### src/rtl/core_wb_sched.sv
// rtl/core_wb_sched.sv - writeback scheduler: four result producers onto two register-file write ports
// Define CORE_WB_SCHED_DUAL_EN for two grants per cycle; otherwise one grant per cycle on port A only.
module core_wb_sched #(
  parameter int MAX_WAIT = 7
) (
  input  logic             clk,
  input  logic             rst_n,
  input  logic [3:0]       req_valid,
  input  logic [3:0][3:0]  req_reg,
  input  logic [3:0][31:0] req_value,
  output logic [3:0]       req_ready,
  output logic             wr_a_en,
  output logic [3:0]       wr_a_reg,
  output logic [31:0]      wr_a_value,
  output logic             wr_b_en,
  output logic [3:0]       wr_b_reg,
  output logic [31:0]      wr_b_value,
  output logic [15:0]      pending
);

  localparam logic [2:0] WAIT_MAX = 3'(MAX_WAIT);

  logic [1:0]      rr;
  logic [3:0][2:0] wait_cnt;
  logic [3:0]      urgent;
  logic            sel_a_vld;
  logic            sel_b_vld;
  logic [1:0]      sel_a;
  logic [1:0]      sel_b;

  always_comb begin
    urgent = '0;
    for (int i = 0; i < 4; i++) begin
      urgent[i] = req_valid[i] && (wait_cnt[i] == WAIT_MAX);
    end
  end

  // Eight candidate slots: urgent sources by index, then non-urgent valid sources from rr onward.
  always_comb begin
    logic [1:0] idx;
    logic       cand;
    idx       = '0;
    cand      = 1'b0;
    sel_a_vld = 1'b0;
    sel_a     = '0;
    sel_b_vld = 1'b0;
    sel_b     = '0;
    for (int k = 0; k < 8; k++) begin
      if (k < 4) begin
        idx  = 2'(k);
        cand = urgent[idx];
      end else begin
        idx  = rr + 2'(k - 4);
        cand = req_valid[idx] && !urgent[idx];
      end
      if (cand) begin
        if (!sel_a_vld) begin
          sel_a_vld = 1'b1;
          sel_a     = idx;
        end
`ifdef CORE_WB_SCHED_DUAL_EN
        // A second write to the same register would race the first in the regfile.
        else if (!sel_b_vld && (req_reg[idx] != req_reg[sel_a])) begin
          sel_b_vld = 1'b1;
          sel_b     = idx;
        end
`endif
      end
    end
  end

  always_comb begin
    req_ready = '0;
    if (rst_n) begin
      if (sel_a_vld) req_ready[sel_a] = 1'b1;
      if (sel_b_vld) req_ready[sel_b] = 1'b1;
    end
  end

  always_ff @(posedge clk or negedge rst_n) begin
    if (!rst_n) begin
      rr         <= '0;
      wait_cnt   <= '0;
      wr_a_en    <= 1'b0;
      wr_a_reg   <= '0;
      wr_a_value <= '0;
    end else begin
      for (int i = 0; i < 4; i++) begin
        if (req_valid[i] && !req_ready[i]) begin
          wait_cnt[i] <= (wait_cnt[i] == WAIT_MAX) ? wait_cnt[i] : wait_cnt[i] + 3'd1;
        end else begin
          wait_cnt[i] <= '0;
        end
      end
      if (sel_b_vld) begin
        rr <= sel_b + 2'd1;
      end else if (sel_a_vld) begin
        rr <= sel_a + 2'd1;
      end
      wr_a_en    <= sel_a_vld;
      wr_a_reg   <= sel_a_vld ? req_reg[sel_a] : 4'd0;
      wr_a_value <= sel_a_vld ? req_value[sel_a] : 32'd0;
    end
  end

`ifdef CORE_WB_SCHED_DUAL_EN
  always_ff @(posedge clk or negedge rst_n) begin
    if (!rst_n) begin
      wr_b_en    <= 1'b0;
      wr_b_reg   <= '0;
      wr_b_value <= '0;
    end else begin
      wr_b_en    <= sel_b_vld;
      wr_b_reg   <= sel_b_vld ? req_reg[sel_b] : 4'd0;
      wr_b_value <= sel_b_vld ? req_value[sel_b] : 32'd0;
    end
  end
`else
  assign wr_b_en    = 1'b0;
  assign wr_b_reg   = '0;
  assign wr_b_value = '0;
`endif

  always_comb begin
    pending = '0;
    for (int i = 0; i < 4; i++) begin
      if (req_valid[i]) pending[req_reg[i]] = 1'b1;
    end
    if (wr_a_en) pending[wr_a_reg] = 1'b1;
    if (wr_b_en) pending[wr_b_reg] = 1'b1;
  end

endmodule

### config.mk
export PLATFORM = sky130hd
export DESIGN_NAME = core_wb_sched
export DESIGN_NICKNAME = d
export VERILOG_FILES = /design/src/rtl/core_wb_sched.sv
export SDC_FILE = /design/constraint.sdc
export NUM_CORES = 1
export LEC_CHECK = 0
export CORE_ASPECT_RATIO = 0.6
export CORE_UTILIZATION = 40
export DETAILED_ROUTE_END_ITERATION = 8
export PLACE_DENSITY_LB_ADDON = 0.05
export SKIP_CTS_REPAIR_TIMING = 1
export SLEW_MARGIN = 40
export SYNTH_ARGS = -nofsm -noshare
export SYNTH_HDL_FRONTEND = slang
export SYNTH_SLANG_ARGS = --single-unit
### constraint.sdc
create_clock -name clk -period 3.2 [get_ports clk]
set_clock_uncertainty 0.2 [all_clocks]
set_input_delay 0.32 -clock clk [delete_from_list [all_inputs] [get_ports clk]]
set_output_delay 0.32 -clock clk [all_outputs]
set_load 0.05 [all_outputs]
==> impl_results.md <==
- Status: finished, final reports clean
- Fraction of registers with async set/reset: 100%
- Die ar.: 11500 sq um
- RSZ-0062 raised after global routing: yes
- Worst-margin pin slew: 692 ps
- Fin crit period: 3200 ps
- Top cell type's share of synthesized area: 28.8%
- Total GRT Usage: 26.8%
- Final net count: 862
- Vias post-DR: 4674
- Clock tree from TritonCTS: done
- Total Power: 6.87 mW
- Pre-antenna DRT Iters: 6
- Fin. Hold Viols: 0
- RR Endpoint: wr_a_reg[1]
- Fin util: 65.6%
- Final setup fails: 0
- CTS H-tree depth: 2
- Ys flop type: dfrtp_1
- Largest net degree at the start of global routing: 55
- CP Capture Type: output pin
- Critical path type: reg -> out
- Max reg flops: 32
- Worst R2R Start: wait_cnt[4]
- NetSw: 3.51 mW
- Number of synthesized flops with an enable pin: 0
- Crit path max fanout: 5
- Netlist cell types: 56
- Rows: 29
- GRT Residual Overflow: 0
- Fill count: 902
- # clock sinks: 51
- Design Area, Final: 7000 sq um
- Logic pwr share: 75.5%
- CP Launch Type: register
- Largest area contributor in the netlist: dfrtp_1
- Worst path cell trace: ha_2 -> ha_4 -> nand2b_4 -> mux4_2 -> nand2_2 -> a21oi_2 -> or2_4 -> nor3_4 -> buf_6
- I/O pin count: 244
- Clk_lat worst skew: 290 ps
- Area growth from synthesis to layout: 57.7%
- Reg2Reg Depth: 9
- Internal: 3.36 mW
- CTS Buf Count: 5
- Initial Util: 41.6%
- Core footprint: 10700 sq um
- Die H: 83.6 um
- Clock power share: 7.7%
- Most common cell in the netlist: mux2i_1
- WL final: 16300 um
- Sequential share of power: 16.8%
- Worst path required time: 2680 ps
- Clock slew at reported path FFs: 70 ps
- Ys Warns: 0
- Arrival time of the worst setup path: 2680 ps
- Commonest cells in the netlist: 77 x mux2i_1, 51 x dfrtp_1, 49 x buf_4
- Critical-path top delay cell: mux4_2
- Mapped Cells: 487
- Max-Cap Viols: 0
- Routed Antenna Nets: 0
- Layout cell share with drive strength beyond 1: 16.3%
- Leakage: 3.01 nW
- Pre-CTS setup slack: 68.4 ps
- P per Cell Area: 981 nW/um^2
- Root Buffer: clkbuf_16
- Max VDD drop: 0.639 mV
- Sw frac: 51.1%
- Hold WC Path Type: in -> async
- Placement Cell Area: 6620 sq um
- Synth Register Bits: 51
- WL/cell: 19.3 um
- Synthesized area per cell: 9.11 sq um
- First-pass GRT wire length: 23400 um
- DRC viols: 0
- Max-slew violations: 0
- Ant diodes: 0
- Vias in the first global route: 4110
- Levels on crit path: 9
- DRT iter0 DRCs: 444
- R2R setup slack: 230 ps
- CP delay by family, top: simple AND/OR/NAND/NOR gates
- GP Congestion: 1.02
- PortBufs: 206
- Sequential cell area fraction in the yosys report: 28.8%
- Peak Freq: 313 MHz
- Buf/Inv on CP: 1
- Crit share post-route: 100%
- Post-Syn Area: 4440 sq um
- Final setup margin: 0.313 ps
- Post-DP HPWL: 12900 um
- CTS max path bufs: 2
- Die W: 138 um
- Final setup TNS: 0 ps
- Worst slew margin: 53.9%
- Worst path max stage delay: 510 ps
- Initial antenna violation count: 0
- Vias per cell: 5.54
- Synth area leaders: dfrtp_1 29%, mux2i_1 17%, buf_4 8.3%
## logic make-up after synthesis
logic type,count (synthesis),share of synthesized area [%]
buffers and inverters,85,12.7
DFF,51,28.8
other,1,0.0845
xor gates and xnor gates,4,0.790
and+or+nand+nor,138,16.8
adders and majority gates,9,2.48
muxes,85,20.2
AOI/OAI and AO/OA,114,18.2
## power groups by stage
stage	registers [mW]	clock network [mW]	logic (mW)
after floorplan	1.92	0	2.70
after global placement	1.15	0	4.95
after detailed placement	1.16	0	4.98
after CTS	1.15	0.540	5.00
after global routing	1.19	0.567	5.47
final	1.16	0.526	5.19
## metal layers
| layer | vias to the layer above | track usage [%] | part of all wire [%] |
|---|---|---|---|
| li1 | 2183 | - | - |
| met1 | 2238 | 40.0 | 46 |
| met2 | 249 | 37.2 | 41 |
| met3 | 4 | 10.4 | 13 |
| met4 | 0 | 2.08 | 0.20 |
| met5 | - | 0 | 0 |
## worst max-delay path by stage
| stage | startpoint | slack, ps | end |
|---|---|---|---|
| 2_1_floorplan | wait_cnt[0] | -90 | req_ready[3] |
| 3_5_place_dp | req_valid[3] | 70 | req_ready[3] |
| 5_1_grt | wait_cnt[4] | -40 | req_ready[3] |
| 4_1_cts | wait_cnt[9] | -210 | req_ready[3] |
| 6_report | wait_cnt[4] | 0.3 | req_ready[3] |
| 3_3_place_gp | req_valid[1] | 70 | req_ready[2] |
## layout make-up
type | instances | area [sq um] | area share [%]
Clock buffer | 5 | 125 | 1.79
Clock inverter | 2 | 13.8 | 0.197
Inverter | 4 | 15.0 | 0.215
Multi-Input combinational cell | 387 | 2890 | 41.3
Sequential cell | 51 | 1280 | 18.2
Tap cell | 139 | 174 | 2.49
Timing Repair Buffer | 255 | 2500 | 35.8
## placed cells by master, fill, tap and decap left out, types with 6 or more instances in the layout
master,count
clkdlybuf4s50_1,185
nor2_1,24
mux2i_1,77
a31oi_1,9
o21ai_0,6
nand3_1,17
a21oi_1,8
o22ai_1,47
nor3_1,9
dfrtp_1,51
nand2b_1,11
nor2b_1,8
buf_12,9
buf_4,56
nand3b_1,13
conb_1,37
nand2_1,25
## per-stage QoR
step	instances	hold slack, ps
2_1_floorplan	523	-176
5_1_grt	843	93.8
3_5_place_dp	824	337
3_3_place_gp	824	316
4_1_cts	831	52.3
6_report	843	36.2
No activity file was read; power rests on OpenSTA's default activity.
